$ cat src/rtl/alu_ctrl_exme_pkg.sv
// alu_ctrl_exme_pkg
// Shared constants for the ALU / decoder / EX-ME slice:
//   - ALU operation codes driven on alu_op / ctrl_alu
//   - MIPS-style opcode and R-type funct values
//   - alusrca / alusrcb / branch select encodings
//   - ctrl_t bundle used by the decoder, plus helpers for the common shapes
package alu_ctrl_exme_pkg;

  // ALU operation codes; 11..15 are unused and make the ALU output zero
  localparam logic [3:0] ALU_ADD  = 4'd0;
  localparam logic [3:0] ALU_SUB  = 4'd1;
  localparam logic [3:0] ALU_AND  = 4'd2;
  localparam logic [3:0] ALU_OR   = 4'd3;
  localparam logic [3:0] ALU_XOR  = 4'd4;
  localparam logic [3:0] ALU_NOR  = 4'd5;
  localparam logic [3:0] ALU_SLT  = 4'd6;
  localparam logic [3:0] ALU_SLTU = 4'd7;
  localparam logic [3:0] ALU_SLL  = 4'd8;
  localparam logic [3:0] ALU_SRL  = 4'd9;
  localparam logic [3:0] ALU_SRA  = 4'd10;

  // Primary opcodes (instruction bits [31:26])
  localparam logic [5:0] OP_RTYPE = 6'h00;
  localparam logic [5:0] OP_J     = 6'h02;
  localparam logic [5:0] OP_BEQ   = 6'h04;
  localparam logic [5:0] OP_BNE   = 6'h05;
  localparam logic [5:0] OP_ADDI  = 6'h08;
  localparam logic [5:0] OP_ADDIU = 6'h09;
  localparam logic [5:0] OP_SLTI  = 6'h0A;
  localparam logic [5:0] OP_SLTIU = 6'h0B;
  localparam logic [5:0] OP_ANDI  = 6'h0C;
  localparam logic [5:0] OP_ORI   = 6'h0D;
  localparam logic [5:0] OP_XORI  = 6'h0E;
  localparam logic [5:0] OP_LUI   = 6'h0F;
  localparam logic [5:0] OP_LW    = 6'h23;
  localparam logic [5:0] OP_SW    = 6'h2B;

  // R-type funct codes (instruction bits [5:0])
  localparam logic [5:0] FN_SLL  = 6'h00;
  localparam logic [5:0] FN_SRL  = 6'h02;
  localparam logic [5:0] FN_SRA  = 6'h03;
  localparam logic [5:0] FN_ADD  = 6'h20;
  localparam logic [5:0] FN_ADDU = 6'h21;
  localparam logic [5:0] FN_SUB  = 6'h22;
  localparam logic [5:0] FN_SUBU = 6'h23;
  localparam logic [5:0] FN_AND  = 6'h24;
  localparam logic [5:0] FN_OR   = 6'h25;
  localparam logic [5:0] FN_XOR  = 6'h26;
  localparam logic [5:0] FN_NOR  = 6'h27;
  localparam logic [5:0] FN_SLT  = 6'h2A;
  localparam logic [5:0] FN_SLTU = 6'h2B;

  // Operand / branch select encodings
  localparam logic [1:0] SRCA_RS      = 2'd0;
  localparam logic [1:0] SRCA_CONST16 = 2'd1;
  localparam logic [1:0] SRCA_SHAMT   = 2'd2;
  localparam logic [1:0] SRCB_RT      = 2'd0;
  localparam logic [1:0] SRCB_IMM     = 2'd1;
  localparam logic [1:0] BR_NONE      = 2'b00;
  localparam logic [1:0] BR_EQ        = 2'b01;
  localparam logic [1:0] BR_NE        = 2'b10;

  typedef struct packed {
    logic [3:0] alu;
    logic [1:0] alusrca;
    logic [1:0] alusrcb;
    logic [1:0] branch;
    logic       regdst;
    logic       mem2reg;
    logic       ext;
    logic       regwr;
    logic       memwr;
    logic       jump;
  } ctrl_t;

  localparam ctrl_t CTRL_NOP = '0;

  // Register-register ALU instruction: writes rd, operand B is rt
  function automatic ctrl_t rtypeCtrl(input logic [3:0] alu, input logic [1:0] srca);
    ctrl_t c;
    c         = CTRL_NOP;
    c.alu     = alu;
    c.alusrca = srca;
    c.alusrcb = SRCB_RT;
    c.regdst  = 1'b1;
    c.regwr   = 1'b1;
    return c;
  endfunction

  // Immediate ALU instruction: writes rt, operand B is the extended immediate
  function automatic ctrl_t immCtrl(input logic [3:0] alu, input logic ext);
    ctrl_t c;
    c         = CTRL_NOP;
    c.alu     = alu;
    c.alusrcb = SRCB_IMM;
    c.ext     = ext;
    c.regwr   = 1'b1;
    return c;
  endfunction

endpackage

$ cat src/rtl/alu_ctrl_exme_if.sv
// alu_ctrl_exme_if
// Bundles every non-clock/reset signal of alu_ctrl_exme.
//   decode : op, funct in; ctrl_* out
//   alu    : alu_a, alu_b, alu_op in; alu_out out
//   ex     : ex_wdata, ex_wreg, ex_mem2reg, ex_memwr, ex_regwr in
//   me     : me_alu_out, me_wdata, me_wreg, me_mem2reg, me_memwr, me_regwr out
// master = the side driving instructions/operands, slave = the design.
interface alu_ctrl_exme_if;
  logic [5:0]  op;
  logic [5:0]  funct;
  logic [3:0]  ctrl_alu;
  logic        ctrl_regdst;
  logic        ctrl_mem2reg;
  logic        ctrl_ext;
  logic        ctrl_regwr;
  logic        ctrl_memwr;
  logic        ctrl_jump;
  logic [1:0]  ctrl_alusrca;
  logic [1:0]  ctrl_alusrcb;
  logic [1:0]  ctrl_branch;
  logic [31:0] alu_a;
  logic [31:0] alu_b;
  logic [3:0]  alu_op;
  logic [31:0] alu_out;
  logic [31:0] ex_wdata;
  logic [4:0]  ex_wreg;
  logic        ex_mem2reg;
  logic        ex_memwr;
  logic        ex_regwr;
  logic [31:0] me_alu_out;
  logic [31:0] me_wdata;
  logic [4:0]  me_wreg;
  logic        me_mem2reg;
  logic        me_memwr;
  logic        me_regwr;

  modport master (
    output op, funct, alu_a, alu_b, alu_op,
           ex_wdata, ex_wreg, ex_mem2reg, ex_memwr, ex_regwr,
    input  ctrl_alu, ctrl_regdst, ctrl_mem2reg, ctrl_ext, ctrl_regwr, ctrl_memwr,
           ctrl_jump, ctrl_alusrca, ctrl_alusrcb, ctrl_branch, alu_out,
           me_alu_out, me_wdata, me_wreg, me_mem2reg, me_memwr, me_regwr
  );

  modport slave (
    input  op, funct, alu_a, alu_b, alu_op,
           ex_wdata, ex_wreg, ex_mem2reg, ex_memwr, ex_regwr,
    output ctrl_alu, ctrl_regdst, ctrl_mem2reg, ctrl_ext, ctrl_regwr, ctrl_memwr,
           ctrl_jump, ctrl_alusrca, ctrl_alusrcb, ctrl_branch, alu_out,
           me_alu_out, me_wdata, me_wreg, me_mem2reg, me_memwr, me_regwr
  );
endinterface

$ cat src/rtl/alu_unit.sv
// alu_unit
// Purely combinational 32-bit ALU.
//   i_a, i_b : operands (shifts move i_b by i_a[4:0])
//   i_op     : operation code from alu_ctrl_exme_pkg
//   o_result : result; unused op codes give zero
module alu_unit
  import alu_ctrl_exme_pkg::*;
(
  input  logic [31:0] i_a,
  input  logic [31:0] i_b,
  input  logic [3:0]  i_op,
  output logic [31:0] o_result
);

  logic [4:0] w_shamt;
  assign w_shamt = i_a[4:0];

  // Result select. ADD/SUB simply wrap; no overflow detection exists.
  always_comb begin
    o_result = 32'd0;
    case (i_op)
      ALU_ADD:  o_result = i_a + i_b;
      ALU_SUB:  o_result = i_a - i_b;
      ALU_AND:  o_result = i_a & i_b;
      ALU_OR:   o_result = i_a | i_b;
      ALU_XOR:  o_result = i_a ^ i_b;
      ALU_NOR:  o_result = ~(i_a | i_b);
      ALU_SLT:  o_result = ($signed(i_a) < $signed(i_b)) ? 32'd1 : 32'd0;
      ALU_SLTU: o_result = (i_a < i_b) ? 32'd1 : 32'd0;
      ALU_SLL:  o_result = i_b << w_shamt;
      ALU_SRL:  o_result = i_b >> w_shamt;
      ALU_SRA:  o_result = $unsigned($signed(i_b) >>> w_shamt);
      default:  o_result = 32'd0;
    endcase
  end

endmodule

$ cat src/rtl/ctrl_decode.sv
// ctrl_decode
// Combinational main/ALU control decoder.
//   i_op, i_funct : instruction bits [31:26] and [5:0]
//   o_*           : datapath controls; unknown encodings give all-zero (NOP)
module ctrl_decode
  import alu_ctrl_exme_pkg::*;
(
  input  logic [5:0] i_op,
  input  logic [5:0] i_funct,
  output logic [3:0] o_alu,
  output logic [1:0] o_alusrca,
  output logic [1:0] o_alusrcb,
  output logic [1:0] o_branch,
  output logic       o_regdst,
  output logic       o_mem2reg,
  output logic       o_ext,
  output logic       o_regwr,
  output logic       o_memwr,
  output logic       o_jump
);

  ctrl_t w_ctrl;

  // Opcode first, funct only for R-type. Anything unrecognised stays at
  // CTRL_NOP, whose ALU field is ADD (0).
  always_comb begin
    w_ctrl = CTRL_NOP;
    case (i_op)
      OP_RTYPE: begin
        case (i_funct)
          FN_ADD, FN_ADDU: w_ctrl = rtypeCtrl(ALU_ADD,  SRCA_RS);
          FN_SUB, FN_SUBU: w_ctrl = rtypeCtrl(ALU_SUB,  SRCA_RS);
          FN_AND:          w_ctrl = rtypeCtrl(ALU_AND,  SRCA_RS);
          FN_OR:           w_ctrl = rtypeCtrl(ALU_OR,   SRCA_RS);
          FN_XOR:          w_ctrl = rtypeCtrl(ALU_XOR,  SRCA_RS);
          FN_NOR:          w_ctrl = rtypeCtrl(ALU_NOR,  SRCA_RS);
          FN_SLT:          w_ctrl = rtypeCtrl(ALU_SLT,  SRCA_RS);
          FN_SLTU:         w_ctrl = rtypeCtrl(ALU_SLTU, SRCA_RS);
          FN_SLL:          w_ctrl = rtypeCtrl(ALU_SLL,  SRCA_SHAMT);
          FN_SRL:          w_ctrl = rtypeCtrl(ALU_SRL,  SRCA_SHAMT);
          FN_SRA:          w_ctrl = rtypeCtrl(ALU_SRA,  SRCA_SHAMT);
          default:         w_ctrl = CTRL_NOP;
        endcase
      end
      OP_ADDI, OP_ADDIU: w_ctrl = immCtrl(ALU_ADD,  1'b1);
      OP_SLTI:           w_ctrl = immCtrl(ALU_SLT,  1'b1);
      OP_SLTIU:          w_ctrl = immCtrl(ALU_SLTU, 1'b1);
      OP_ANDI:           w_ctrl = immCtrl(ALU_AND,  1'b0);
      OP_ORI:            w_ctrl = immCtrl(ALU_OR,   1'b0);
      OP_XORI:           w_ctrl = immCtrl(ALU_XOR,  1'b0);
      OP_LUI: begin
        // LUI is "imm << 16": operand A is forced to the constant 16
        w_ctrl         = immCtrl(ALU_SLL, 1'b0);
        w_ctrl.alusrca = SRCA_CONST16;
      end
      OP_LW: begin
        w_ctrl         = immCtrl(ALU_ADD, 1'b1);
        w_ctrl.mem2reg = 1'b1;
      end
      OP_SW: begin
        w_ctrl         = immCtrl(ALU_ADD, 1'b1);
        w_ctrl.regwr   = 1'b0;
        w_ctrl.memwr   = 1'b1;
      end
      OP_BEQ: begin
        w_ctrl.alu    = ALU_SUB;
        w_ctrl.ext    = 1'b1;
        w_ctrl.branch = BR_EQ;
      end
      OP_BNE: begin
        w_ctrl.alu    = ALU_SUB;
        w_ctrl.ext    = 1'b1;
        w_ctrl.branch = BR_NE;
      end
      OP_J:    w_ctrl.jump = 1'b1;
      default: w_ctrl = CTRL_NOP;
    endcase
  end

  assign o_alu     = w_ctrl.alu;
  assign o_alusrca = w_ctrl.alusrca;
  assign o_alusrcb = w_ctrl.alusrcb;
  assign o_branch  = w_ctrl.branch;
  assign o_regdst  = w_ctrl.regdst;
  assign o_mem2reg = w_ctrl.mem2reg;
  assign o_ext     = w_ctrl.ext;
  assign o_regwr   = w_ctrl.regwr;
  assign o_memwr   = w_ctrl.memwr;
  assign o_jump    = w_ctrl.jump;

endmodule

$ cat src/rtl/exme_reg.sv
// exme_reg
// EX/ME pipeline register: one-cycle delay, no enable, no stall.
//   clk, rst                : clock, asynchronous active-low clear
//   i_alu_out .. i_regwr    : EX-stage values
//   o_alu_out .. o_regwr    : registered ME-stage values
module exme_reg (
  input  logic        clk,
  input  logic        rst,
  input  logic [31:0] i_alu_out,
  input  logic [31:0] i_wdata,
  input  logic [4:0]  i_wreg,
  input  logic        i_mem2reg,
  input  logic        i_memwr,
  input  logic        i_regwr,
  output logic [31:0] o_alu_out,
  output logic [31:0] o_wdata,
  output logic [4:0]  o_wreg,
  output logic        o_mem2reg,
  output logic        o_memwr,
  output logic        o_regwr
);

  logic [31:0] r_aluOut;
  logic [31:0] r_wdata;
  logic [4:0]  r_wreg;
  logic        r_mem2reg;
  logic        r_memwr;
  logic        r_regwr;

  // Capture every edge; reset clears immediately so no stale write-enable
  // can leak into the ME stage while reset is held.
  always_ff @(posedge clk or negedge rst) begin
    if (!rst) begin
      r_aluOut  <= 32'd0;
      r_wdata   <= 32'd0;
      r_wreg    <= 5'd0;
      r_mem2reg <= 1'b0;
      r_memwr   <= 1'b0;
      r_regwr   <= 1'b0;
    end else begin
      r_aluOut  <= i_alu_out;
      r_wdata   <= i_wdata;
      r_wreg    <= i_wreg;
      r_mem2reg <= i_mem2reg;
      r_memwr   <= i_memwr;
      r_regwr   <= i_regwr;
    end
  end

  assign o_alu_out = r_aluOut;
  assign o_wdata   = r_wdata;
  assign o_wreg    = r_wreg;
  assign o_mem2reg = r_mem2reg;
  assign o_memwr   = r_memwr;
  assign o_regwr   = r_regwr;

endmodule

$ cat src/rtl/alu_ctrl_exme.sv
// alu_ctrl_exme
// Top of the execute slice: control decoder, ALU and EX/ME register.
//   clk  : rising-edge clock
//   rst  : asynchronous active-low reset (only affects the EX/ME register)
//   bus  : alu_ctrl_exme_if.slave carrying decode, ALU, EX and ME signals
// The ALU result feeds the EX/ME register directly inside this block.
module alu_ctrl_exme
  import alu_ctrl_exme_pkg::*;
(
  input  logic             clk,
  input  logic             rst,
  alu_ctrl_exme_if.slave   bus
);

  logic [31:0] w_aluOut;

  ctrl_decode u_ctrl_decode (
    .i_op      (bus.op),
    .i_funct   (bus.funct),
    .o_alu     (bus.ctrl_alu),
    .o_alusrca (bus.ctrl_alusrca),
    .o_alusrcb (bus.ctrl_alusrcb),
    .o_branch  (bus.ctrl_branch),
    .o_regdst  (bus.ctrl_regdst),
    .o_mem2reg (bus.ctrl_mem2reg),
    .o_ext     (bus.ctrl_ext),
    .o_regwr   (bus.ctrl_regwr),
    .o_memwr   (bus.ctrl_memwr),
    .o_jump    (bus.ctrl_jump)
  );

  alu_unit u_alu_unit (
    .i_a      (bus.alu_a),
    .i_b      (bus.alu_b),
    .i_op     (bus.alu_op),
    .o_result (w_aluOut)
  );

  assign bus.alu_out = w_aluOut;

  exme_reg u_exme_reg (
    .clk       (clk),
    .rst       (rst),
    .i_alu_out (w_aluOut),
    .i_wdata   (bus.ex_wdata),
    .i_wreg    (bus.ex_wreg),
    .i_mem2reg (bus.ex_mem2reg),
    .i_memwr   (bus.ex_memwr),
    .i_regwr   (bus.ex_regwr),
    .o_alu_out (bus.me_alu_out),
    .o_wdata   (bus.me_wdata),
    .o_wreg    (bus.me_wreg),
    .o_mem2reg (bus.me_mem2reg),
    .o_memwr   (bus.me_memwr),
    .o_regwr   (bus.me_regwr)
  );

endmodule

$ cat src/flat_wrapper.sv
// flat-port wrapper written by rule: the top's interface ports become plain ports
module alu_ctrl_exme_flat import alu_ctrl_exme_pkg::*;
  (clk, rst, bus_op, bus_funct, bus_alu_a, bus_alu_b, bus_alu_op, bus_ex_wdata, bus_ex_wreg, bus_ex_mem2reg, bus_ex_memwr, bus_ex_regwr, bus_ctrl_alu, bus_ctrl_regdst, bus_ctrl_mem2reg, bus_ctrl_ext, bus_ctrl_regwr, bus_ctrl_memwr, bus_ctrl_jump, bus_ctrl_alusrca, bus_ctrl_alusrcb, bus_ctrl_branch, bus_alu_out, bus_me_alu_out, bus_me_wdata, bus_me_wreg, bus_me_mem2reg, bus_me_memwr, bus_me_regwr);
  alu_ctrl_exme_if bus_i ();
  input  logic clk;
  input  logic rst;
  input wire logic [$bits(bus_i.op)-1:0] bus_op;
  input wire logic [$bits(bus_i.funct)-1:0] bus_funct;
  input wire logic [$bits(bus_i.alu_a)-1:0] bus_alu_a;
  input wire logic [$bits(bus_i.alu_b)-1:0] bus_alu_b;
  input wire logic [$bits(bus_i.alu_op)-1:0] bus_alu_op;
  input wire logic [$bits(bus_i.ex_wdata)-1:0] bus_ex_wdata;
  input wire logic [$bits(bus_i.ex_wreg)-1:0] bus_ex_wreg;
  input wire logic [$bits(bus_i.ex_mem2reg)-1:0] bus_ex_mem2reg;
  input wire logic [$bits(bus_i.ex_memwr)-1:0] bus_ex_memwr;
  input wire logic [$bits(bus_i.ex_regwr)-1:0] bus_ex_regwr;
  output wire logic [$bits(bus_i.ctrl_alu)-1:0] bus_ctrl_alu;
  output wire logic [$bits(bus_i.ctrl_regdst)-1:0] bus_ctrl_regdst;
  output wire logic [$bits(bus_i.ctrl_mem2reg)-1:0] bus_ctrl_mem2reg;
  output wire logic [$bits(bus_i.ctrl_ext)-1:0] bus_ctrl_ext;
  output wire logic [$bits(bus_i.ctrl_regwr)-1:0] bus_ctrl_regwr;
  output wire logic [$bits(bus_i.ctrl_memwr)-1:0] bus_ctrl_memwr;
  output wire logic [$bits(bus_i.ctrl_jump)-1:0] bus_ctrl_jump;
  output wire logic [$bits(bus_i.ctrl_alusrca)-1:0] bus_ctrl_alusrca;
  output wire logic [$bits(bus_i.ctrl_alusrcb)-1:0] bus_ctrl_alusrcb;
  output wire logic [$bits(bus_i.ctrl_branch)-1:0] bus_ctrl_branch;
  output wire logic [$bits(bus_i.alu_out)-1:0] bus_alu_out;
  output wire logic [$bits(bus_i.me_alu_out)-1:0] bus_me_alu_out;
  output wire logic [$bits(bus_i.me_wdata)-1:0] bus_me_wdata;
  output wire logic [$bits(bus_i.me_wreg)-1:0] bus_me_wreg;
  output wire logic [$bits(bus_i.me_mem2reg)-1:0] bus_me_mem2reg;
  output wire logic [$bits(bus_i.me_memwr)-1:0] bus_me_memwr;
  output wire logic [$bits(bus_i.me_regwr)-1:0] bus_me_regwr;
  assign bus_i.op = bus_op;
  assign bus_i.funct = bus_funct;
  assign bus_i.alu_a = bus_alu_a;
  assign bus_i.alu_b = bus_alu_b;
  assign bus_i.alu_op = bus_alu_op;
  assign bus_i.ex_wdata = bus_ex_wdata;
  assign bus_i.ex_wreg = bus_ex_wreg;
  assign bus_i.ex_mem2reg = bus_ex_mem2reg;
  assign bus_i.ex_memwr = bus_ex_memwr;
  assign bus_i.ex_regwr = bus_ex_regwr;
  assign bus_ctrl_alu = bus_i.ctrl_alu;
  assign bus_ctrl_regdst = bus_i.ctrl_regdst;
  assign bus_ctrl_mem2reg = bus_i.ctrl_mem2reg;
  assign bus_ctrl_ext = bus_i.ctrl_ext;
  assign bus_ctrl_regwr = bus_i.ctrl_regwr;
  assign bus_ctrl_memwr = bus_i.ctrl_memwr;
  assign bus_ctrl_jump = bus_i.ctrl_jump;
  assign bus_ctrl_alusrca = bus_i.ctrl_alusrca;
  assign bus_ctrl_alusrcb = bus_i.ctrl_alusrcb;
  assign bus_ctrl_branch = bus_i.ctrl_branch;
  assign bus_alu_out = bus_i.alu_out;
  assign bus_me_alu_out = bus_i.me_alu_out;
  assign bus_me_wdata = bus_i.me_wdata;
  assign bus_me_wreg = bus_i.me_wreg;
  assign bus_me_mem2reg = bus_i.me_mem2reg;
  assign bus_me_memwr = bus_i.me_memwr;
  assign bus_me_regwr = bus_i.me_regwr;
  alu_ctrl_exme u_core (.clk(clk), .rst(rst), .bus(bus_i));
endmodule
$ cat config.mk
export PLATFORM = sky130hd
export DESIGN_NAME = alu_ctrl_exme_flat
export DESIGN_NICKNAME = d
export VERILOG_FILES = /design/src/rtl/alu_ctrl_exme_pkg.sv /design/src/rtl/alu_ctrl_exme_if.sv /design/src/rtl/alu_unit.sv /design/src/rtl/ctrl_decode.sv /design/src/rtl/exme_reg.sv /design/src/rtl/alu_ctrl_exme.sv /design/src/flat_wrapper.sv
export SDC_FILE = /design/constraint.sdc
export NUM_CORES = 1
export LEC_CHECK = 0
export BUFFER_PORTS_ARGS = -buffer_cell sky130_fd_sc_hd__clkbuf_2
export CAP_MARGIN = 20
export CORE_MARGIN = 4
export CORE_UTILIZATION = 52
export CTS_CLUSTER_SIZE = 14
export DETAILED_ROUTE_END_ITERATION = 8
export PLACE_DENSITY = 0.87
export SYNTH_ARGS = -nofsm -noshare
export SYNTH_HDL_FRONTEND = slang
export SYNTH_SLANG_ARGS = --single-unit
$ cat constraint.sdc
create_clock -name clk -period 3.6 [get_ports clk]
set_input_delay 0.18 -clock clk [delete_from_list [all_inputs] [get_ports clk]]
set_output_delay 0.18 -clock clk [all_outputs]
set_load 0.02 [all_outputs]
# Word level (Yosys, flattened, before mapping)
# Memory sizes are Yosys's and may differ from the RTL's.
# Cells that the tools add are included.
# totals
regBits	72
latch_bits	0
ramBits	0
mem_bits_ro	448
inputBits	122
output_inout_bits	120
memories	1
# memory_table
memory	words	word_bits	read_ports	rd_ports_with_merged_regs	write_ports	line	source
(name not given)	64	7	1	0	0	ctrl_decode.sv:30	case (i_funct)
# op_classes
n_addsub	2
n_mul	0
n_div	0
n_lt_le_gt_ge	2
eq_ne	23
n_shift	3
muxes	10
bitwise	4
n_reduce_logical	6
# op_table
cell	count
$pmux W32 S11	1
$lt A32 B32 Y1	2
$eq A6 B4 Y1 const B	8
$add A32 B32 Y32	1
$and A32 B32 Y32	1
$not A32 Y32	1
$or A32 B32 Y32	1
$pmux W4 S8	1
$shl A32 B5 Y32	1
$shr A32 B5 Y32	1
$sshr A32 B5 Y32	1
$sub A32 B32 Y32	1
$xor A32 B32 Y32	1
$reduce_or A9 Y1	2
$eq A4 B3 Y1 const B	4
$eq A4 B4 Y1 const B	3
$eq A6 B3 Y1 const B	2
$eq A6 B6 Y1 const B	2
$pmux W2 S3	2
$pmux W4 S3	1
$eq A4 B2 Y1 const B	2
$reduce_or A8 Y1	1
$eq A6 B2 Y1 const B	1
$logic_not A6 Y1	1
6 further kinds	8

# Longest topological paths before layout
# Gate-level depths: netlist (run 1).
# depth
depth_word	3
mapped_depth	16

# Hierarchy
# Synthesis (run 1) repeated with hierarchy kept, for this count alone.
# hier_totals
cells_unflattened	1461
area_unflattened_um2	11093.1
# by_module_without_submodules
module	instances	cells_each	area_each_um2	seq_area_each_um2
alu_unit	1	1335	8959.8	0.0
exme_reg	1	72	1801.7	1801.7
ctrl_decode	1	54	331.6	0.0

# Worst setup path after synthesis (run 1)
# No wires, ideal clock.
# synth_path
path_kind	input to register
from	input port bus_alu_a[0]
to	register u_core.u_exme_reg.r_aluOut[0] (netlist: u_core.u_exme_reg.o_alu_out[0])
setup_time_ns	0.211
arrival_time_ns	3.902
required_time_ns	3.389
path_slack_ns	-0.513
path_stages	16
path_cell_list	buf_2 inv_1 buf_2 buf_2 buf_2 ha_1 fa_1 nor2_1 o221ai_1 nand3_1 a21oi_2 o31ai_2 o22ai_1 o221a_2 nor2_1 o41ai_1
# synth_via
elab_chain_len	3
elab_cells_between_ends	14
classes_between	add/sub: 2; order compare: 2; shift: 3; mux: 3; bitwise: 4
# synth_rtl
item	line	source
start: declaration	flat_wrapper.sv:9	input wire logic [$bits(bus_i.alu_a)-1:0] bus_alu_a;
$lt A32 B32 Y1, or another cell as far along	alu_unit.sv:29	ALU_SLTU: o_result = (i_a < i_b) ? 32'd1 : 32'd0;
$mux W1, or another cell as far along	alu_unit.sv:29	
$pmux W32 S11 *	alu_unit.sv:21	case (i_op)
net bus_alu_out[0]	flat_wrapper.sv:27	output wire logic [$bits(bus_i.alu_out)-1:0] bus_alu_out;
end signal: assignment	exme_reg.sv:41	r_aluOut <= i_alu_out;
end: declaration	exme_reg.sv:23	logic [31:0] r_aluOut;
# Mark *: on every way through the listed nets, which the timed path passes. The rest lies on a longest branch.

# Worst setup path in the final report (run 1)
# layout_path
from	input port bus_alu_b[0]
to	output port bus_alu_out[30]
# layout_via
elab_chain_len	2
elab_cells_between_ends	6
classes_between	add/sub: 2; shift: 3; mux: 1
# layout_rtl
item	line	source
start: declaration	flat_wrapper.sv:10	input wire logic [$bits(bus_i.alu_b)-1:0] bus_alu_b;
$sub A32 B32 Y32, or another cell as far along	alu_unit.sv:23	ALU_SUB: o_result = i_a - i_b;
$pmux W32 S11 *	alu_unit.sv:21	
end: declaration	flat_wrapper.sv:27	
# Mark *: on every way between the ends. The rest lies on a longest branch, timed or not.

==> results of run 1 <==
-- synthesized netlist by cell type, drive strengths merged (6+ instances only) --
library cell	count
a311oi	6
a211oi	23
nand2	162
a221oi	27
nand4	10
nor2b	17
nor4	6
mux4	26
a21oi	114
nor3	35
dfrtp	72
mux2	22
o2111ai	12
o311ai	9
mux2i	50
o21bai	15
o21ai	120
a22oi	17
inv	98
a21boi	7
o31ai	8
nand2b	16
a221o	11
a21o	13
or2	7
nor2	166
o21a	10
and3	13
o221ai	8
a31oi	14
buf	40
a2111oi	7
nand3	32
o31a	8
o22ai	16
o211ai	39
clkbuf	71
ha	97
-- layout by cell type, fill, tap and decap left out, drive strengths merged, types with 8 or more instances in the layout --
| master | n |
|---|---|
| o2111ai | 12 |
| a22oi | 17 |
| o311ai | 9 |
| a21oi | 114 |
| dfrtp | 72 |
| nand3 | 32 |
| o221ai | 8 |
| nor2 | 166 |
| o22ai | 16 |
| nand2b | 16 |
| mux2 | 22 |
| dlygate4sd3 | 41 |
| nand2 | 162 |
| clkbuf | 247 |
| a221o | 11 |
| and3 | 13 |
| mux2i | 50 |
| o31ai | 8 |
| nand4 | 10 |
| a31oi | 14 |
| inv | 102 |
| o21a | 10 |
| nor3 | 35 |
| a221oi | 27 |
| buf | 128 |
| a21o | 13 |
| o31a | 8 |
| nor2b | 17 |
| mux4 | 26 |
| o211ai | 39 |
| a211oi | 23 |
| o21ai | 120 |
| o21bai | 15 |
| ha | 97 |
-- metrics by stage --
stage                     cells  power [uW]
after CTS                  2083        3788
final                      2084        3842
after detailed placement   2026        2871
after global routing       2084        4024
after global placement     2026        2848
after floorplan            1497        2104
-- cell type report --
class / count / area, um^2
multi-input cells: 1216 / 8473
well taps: 275 / 344.1
flip-flops and latches: 72 / 1802
fillers: 1839 / 7107
repair buffers: 407 / 2575
clock buffers: 9 / 225.2
inverters: 98 / 367.9
clock inverters: 7 / 61.31
-- flip-flops by register name, summed over array words and instances (netlist names) --
name,count
u_core.u_exme_reg.o_regwr,1
u_core.u_exme_reg.o_wdata,32
u_core.u_exme_reg.o_alu_out,32
u_core.u_exme_reg.o_wreg,5
u_core.u_exme_reg.o_memwr,1
u_core.u_exme_reg.o_mem2reg,1
-- critical path, delay by kind of cell --
family / cells / cell delay [ns]
compound gates: 7 / 1.91
fa+ha+maj: 2 / 0.60
buf+inv: 3 / 0.41
simple gates: 1 / 0.18
-- power by group through the flow --
stage               Sequential (uW)  Clock, uW  Combinational [uW]
floorplan                      1020          0                1080
global placement                919          0                1930
finish                          908        877                2060
CTS                             907        887                1990
global route                    914        924                2190
detailed placement              922          0                1950
-- kinds of logic after synthesis --
logic type                 count (synthesis)
buffers and inverters                    209
AOI/OAI and AO/OA                        521
and+or+nand+nor                          490
muxes                                     98
adders and majority gates                 99
other                                      1
xor gates and xnor gates                   7
DFF                                       72
-- layer usage --
| layer | vias to the layer above | global-route usage, % | wire, um | share of wire (%) |
|---|---|---|---|---|
| met5 | - | 0 | 0 | 0 |
| met4 | 0 | 25.90 | 4299 | 8.5 |
| met3 | 238 | 10.05 | 5771 | 11 |
| met2 | 1024 | 64.90 | 22030 | 44 |
| met1 | 6317 | 50.45 | 18220 | 36 |
| li1 | 6153 | - | - | - |
-- final timing paths --
check                                                  to  slack [ns]  cells past startpoint
worst max-delay path                      bus_alu_out[30]        0.15                     13
worst min-delay path       u_core.u_exme_reg.o_alu_out[6]        0.38                      5
max in group asynchronous  u_core.u_exme_reg.o_alu_out[1]        2.49                      2
min in group asynchronous  u_core.u_exme_reg.o_alu_out[0]        0.48                      2
-- what timing repair did --
| item | CTS | global route |
|---|---|---|
| hold endpoints to repair | 71 | 0 |
| hold buffers | 41 | 0 |
| resized for setup | 0 | 6 |
| buffers inserted | 0 | 1 |
| setup endpoints to repair | 0 | 5 |
==> flow_summary_export.csv, run 1 <==
group,metric,value,unit
worst_setup_path,crit_type,"in -> out",
sta,fin_ws,0.1461,ns
detailed_routing,wirelength,50320,um
detailed_routing,drt_iter0_drc,1840,
sta,slew_violations,0,
grt,overflow,0,
min_path,worstHoldPathType,"in -> reg",
sta,finalCritPeriodShare,95.94,%
power_and_ir_drop,pwr-share-clk,22.8,%
run,drv_cap,0,
sta,setup_violations,0,
synthesis,muxShareOfSynthArea,12.12,%
synthesis,synth-edff-count,0,
clock_tree,cts_htree_levels,3,
synthesis,synth-adder-area-share,11.36,%
sta,final.setup.tns,0,ns
worst_setup_path,crit_required,3.42,ns
worst_setup_path,path_cells,"clkbuf_2, ha_1, inv_1, fa_1, nor2b_1, o31a_1, o21ai_1, o2111ai_2, a41oi_2, o31a_1, a2111oi_0, a22oi_1, clkbuf_2",
detailed_routing,ant_nets,0,
place,post-place-ws,0.1409,ns
clock_tree,numCtsBuffers,9,
power_and_ir_drop,switching_share,45.04,%
synthesis,synthXorXnorAreaFrac,0.5556,%
die,rows,53,
detailed_routing,drc_errors,0,
place,place_hpwl,39500,um
final_layout,postLayoutCellArea,13850,um^2
grt,grt_pass1_vias,13070,
sta,hold_viol,0,
worst_setup_path,critPathSlowestCell,"fa_1",
run_status,outcome,"finished clean",
die,start_util,52.66,%
sta,final.min_clock_period,3.454,ns
sta,fin_hold_ws,0.3785,ns
detailed_routing,firstDrtPassIters,6,
worst_setup_path,cp-startpoint,"bus_alu_b[0]",
grt,grt_pass1_wl,76850,um
min_path,min_from,"bus_alu_a[6]",
final_layout,diodes,0,
clock_tree,cts.sinks,72,
die,io_pins,242,
synthesis,synth-seq-cells,72,
final_layout,syn_to_final_growth,25.50,%
synthesis,yosysTopAreaCellShare,16.33,%
die,core-area,20960,um^2
synthesis,ys.warnings.count,0,
sta,rsz0062_at_grt,"true",
detailed_routing,viasPerCell,6.589,
synthesis,synth_area_leader_cell,"dfrtp_1",
die,die-area,23610,um^2
synthesis,netlist_instances,1497,
clock_tree,clock_path_buffers,2,
place,postPlaceCellArea,13110,um^2
power_and_ir_drop,seq_power_share,23.6,%
worst_setup_path,crit_fanout,6,
final_layout,drive_gt1_share,25.43,%
clock_tree,cts-root-buf,"clkbuf_16",
power_and_ir_drop,max-vdd-ir-drop,0.2465,mV
die,die_x,153.7,um
grt,grt_max_degree,73,
place,gp_congestion,1.093,
synthesis,dominantRegCellSynth,"dfrtp_1",
power_and_ir_drop,power_switching,1730,uW
synthesis,synth_area,11030,um^2
grt,antenna_found_initial,0,
worst_setup_path,arrival,3.27,ns
detailed_routing,vias,13730,
final_layout,nets,2025,
detailed_routing,post_drt_wl_per_cell,24.15,um
synthesis,synth_top_family_by_area,"compound AO/OA/AOI/OAI gates",
final_layout,final_util,66.09,%
sta,max_freq,0.2895,GHz
place,port_buffers,240,
worst_setup_path,end_kind,"primary output",
synthesis,synth_nets,1718,
clock_tree,cts_tree,"yes",
synthesis,syn_area_per_cell,7.371,um^2
die,die_y,153.7,um
synthesis,synthSimpleGateAreaFrac,19.99,%
synthesis,synth_async_sr_flop_share,100.0,%
power_and_ir_drop,power_frac_comb,53.6,%
power_and_ir_drop,power.internal,2112,uW
synthesis,yosys-top-cells-area,"dfrtp_1 (16%), ha_1 (11%), nor2_1 (5.6%)",
synthesis,synth_compound_area_share,31.95,%
worst_setup_path,slowest_delay,0.41,ns
power_and_ir_drop,power.density,277.4,nW/um^2
grt,grt_usage,41.14,%
sta,tightest_slew,0.9112,ns
clock_tree,clkTransAtPathRegs,0.06,ns
synthesis,ys_seq_area_share,16.33,%
power_and_ir_drop,power.leakage,0.006523,uW
sta,max-slew-margin-rel,39.25,%
synthesis,synth.distinct_cells,81,
worst_setup_path,startpoint_type,"input pin",
No activity file was read; power rests on OpenSTA's default activity.
==> run 2, diff against run 1 <==
--- a/config.mk
+++ b/config.mk
@@ -11,6 +11,7 @@
 export CORE_UTILIZATION = 52
 export CTS_CLUSTER_SIZE = 14
 export DETAILED_ROUTE_END_ITERATION = 8
+export MAX_ROUTING_LAYER = met4
 export PLACE_DENSITY = 0.87
 export SYNTH_ARGS = -nofsm -noshare
 export SYNTH_HDL_FRONTEND = slang
==> run 2 against run 1 <==
  * Cell area grew 1.2%
  * Die area did not move
  * Worst hold slack worse by 0.0034 ns
  * Critical endpoint is now bus_alu_out[31]
==> flow_summary_export.csv, run 2 (synthesized netlist as in run 1, its figures left out) <==
group,metric,value,unit
run_status,outcome,"finished clean",
die,die-area,23610,um^2
power_and_ir_drop,power.density,278.4,nW/um^2
min_path,hold_end,"u_core.u_exme_reg.o_alu_out[0]",
min_path,min_from,"bus_alu_a[29]",
final_layout,final_util,66.89,%
die,die_y,153.7,um
sta,rsz0062_at_grt,"true",
worst_setup_path,critPathSlowestCell,"a2111oi_4",
clock_tree,cts-root-buf,"clkbuf_16",
power_and_ir_drop,power.internal,2133,uW
final_layout,multi_input_area,8483,um^2
sta,slew_violations,0,
detailed_routing,post_drt_wl_per_cell,24.91,um
place,gp_congestion,1.134,
clock_tree,numCtsBuffers,9,
power_and_ir_drop,seq_power_share,23.3,%
die,io_pins,242,
sta,finalCritPeriodShare,97.29,%
place,port_buffers,240,
final_layout,drive_gt1_share,26.23,%
detailed_routing,drc_errors,0,
sta,max-slew-margin-rel,38.83,%
final_layout,seqCellArea,1802,um^2
worst_setup_path,crit_type,"in -> out",
sta,final.min_clock_period,3.503,ns
final_layout,final_common_cell,"clkbuf_2",
die,start_util,52.66,%
clock_tree,cts_htree_levels,3,
worst_setup_path,startpoint_type,"input pin",
power_and_ir_drop,max-vdd-ir-drop,0.2083,mV
grt,antenna_found_initial,1,
detailed_routing,viasPerCell,6.700,
worst_setup_path,arrival,3.32,ns
worst_setup_path,end_kind,"primary output",
power_and_ir_drop,power_switching,1770,uW
power_and_ir_drop,power_frac_comb,53.9,%
detailed_routing,wirelength,52360,um
final_layout,syn_to_final_growth,27.03,%
worst_setup_path,cpMostUsedCell,"mux2i_1",
sta,max_freq,0.2855,GHz
grt,overflow,0,
final_layout,final_cell_mix,"clkbuf_2 (238), nor2_1 (166), nand2_1 (162)",
die,core-area,20960,um^2
clock_tree,cts_tree,"yes",
detailed_routing,firstDrtPassIters,9,
final_layout,nets,2042,
grt,grt_usage,43.76,%
detailed_routing,drt_iter0_drc,1862,
clock_tree,clkTransAtPathRegs,0.06,ns
sta,setup_violations,0,
min_path,worstHoldPathType,"in -> reg",
worst_setup_path,crit_fanout,68,
grt,grt_max_degree,73,
power_and_ir_drop,pwr-share-clk,22.8,%
clock_tree,clock_path_buffers,2,
power_and_ir_drop,power.leakage,0.006618,uW
min_path,hold_depth,3,
sta,hold_viol,0,
worst_setup_path,slowest_delay,0.62,ns
worst_setup_path,crit_required,3.42,ns
worst_setup_path,path_cells,"buf_4, buf_12, buf_4, mux2i_1, mux2i_1, mux2i_1, a21oi_1, a2111oi_4, o311ai_1, a31o_1, nand4_1, o211ai_1, clkbuf_2",
sta,tightest_slew,0.9061,ns
power_and_ir_drop,switching_share,45.36,%
die,rows,53,
worst_setup_path,cp-startpoint,"bus_alu_a[1]",
place,place_hpwl,41130,um
grt,grt_pass1_wl,78780,um
grt,grt_pass1_vias,13320,
final_layout,fillers,1826,
die,die_x,153.7,um
worst_setup_path,path_buf_inv,4,
worst_setup_path,cp_top_family,"compound AO/OA/AOI/OAI gates",
detailed_routing,ant_nets,0,
run,drv_cap,0,
detailed_routing,vias,14080,
sta,fin_hold_ws,0.3751,ns
clock_tree,cts.sinks,72,
[run 2: cell types whose count changed in the layout (fill, tap and decap cells not counted), sizes merged]
| cell | previous run | this run |
|---|---|---|
| buf | 128 | 145 |
| diode | 0 | 1 |
[run 2: area by class of cell]
type / instances / share of cell area (%)
diodes: 1 / 0.01785
clock buffers: 9 / 1.607
clock inverters: 7 / 0.4374
inverters: 98 / 2.624
multi-input cells: 1216 / 60.52
flip-flops and latches: 72 / 12.85
well taps: 275 / 2.455
repair buffers: 424 / 19.49
[run 2: how the worst max path moves through the flow]
| stage | end | cells past startpoint |
|---|---|---|
| floorplan | bus_alu_out[28] | 16 |
| global placement | bus_alu_out[28] | 13 |
| detailed placement | bus_alu_out[14] | 12 |
| CTS | bus_alu_out[14] | 12 |
| global route | bus_alu_out[28] | 14 |
| finish | bus_alu_out[31] | 13 |
[run 2: metrics by stage]
stage               instances  power, uW  setup WS (ns)  instance area [um^2]  TNS (ns)
finish                   2102       3903        0.09739                 14020         0
floorplan                1497       2104        0.01238                 11090         0
global placement         2043       2889         0.1491                 13260         0
CTS                      2100       3830        0.08062                 13960         0
global route             2102       4078       -0.02395                 14020  -0.02395
detailed placement       2043       2905        0.09406                 13260         0
[run 2: per-layer routing]
metal	part of all wire (%)	vias to the layer above	wire, um	track usage (%)
li1	-	6189	-	-
met5	0	-	0	-
met3	11	265	5859	8.556
met4	8.8	0	4594	29.14
met2	44	1061	22790	67.08
met1	37	6568	19110	52.25
[run 2: timing repair]
| item | in CTS | in global routing |
|---|---|---|
| setup buffers | 0 | 1 |
| endpoints found under the setup margin | 0 | 7 |
| hold endpoints to repair | 78 | 0 |
| hold buffers | 41 | 0 |
| gates resized for setup | 0 | 10 |
[run 2: power by group through the flow]
| stage | clock network [uW] | logic (uW) | registers [uW] |
|---|---|---|---|
| floorplan | 0 | 1080 | 1020 |
| global placement | 0 | 1970 | 920 |
| detailed placement | 0 | 1980 | 924 |
| CTS | 894 | 2030 | 909 |
| global route | 936 | 2230 | 916 |
| finish | 888 | 2100 | 910 |
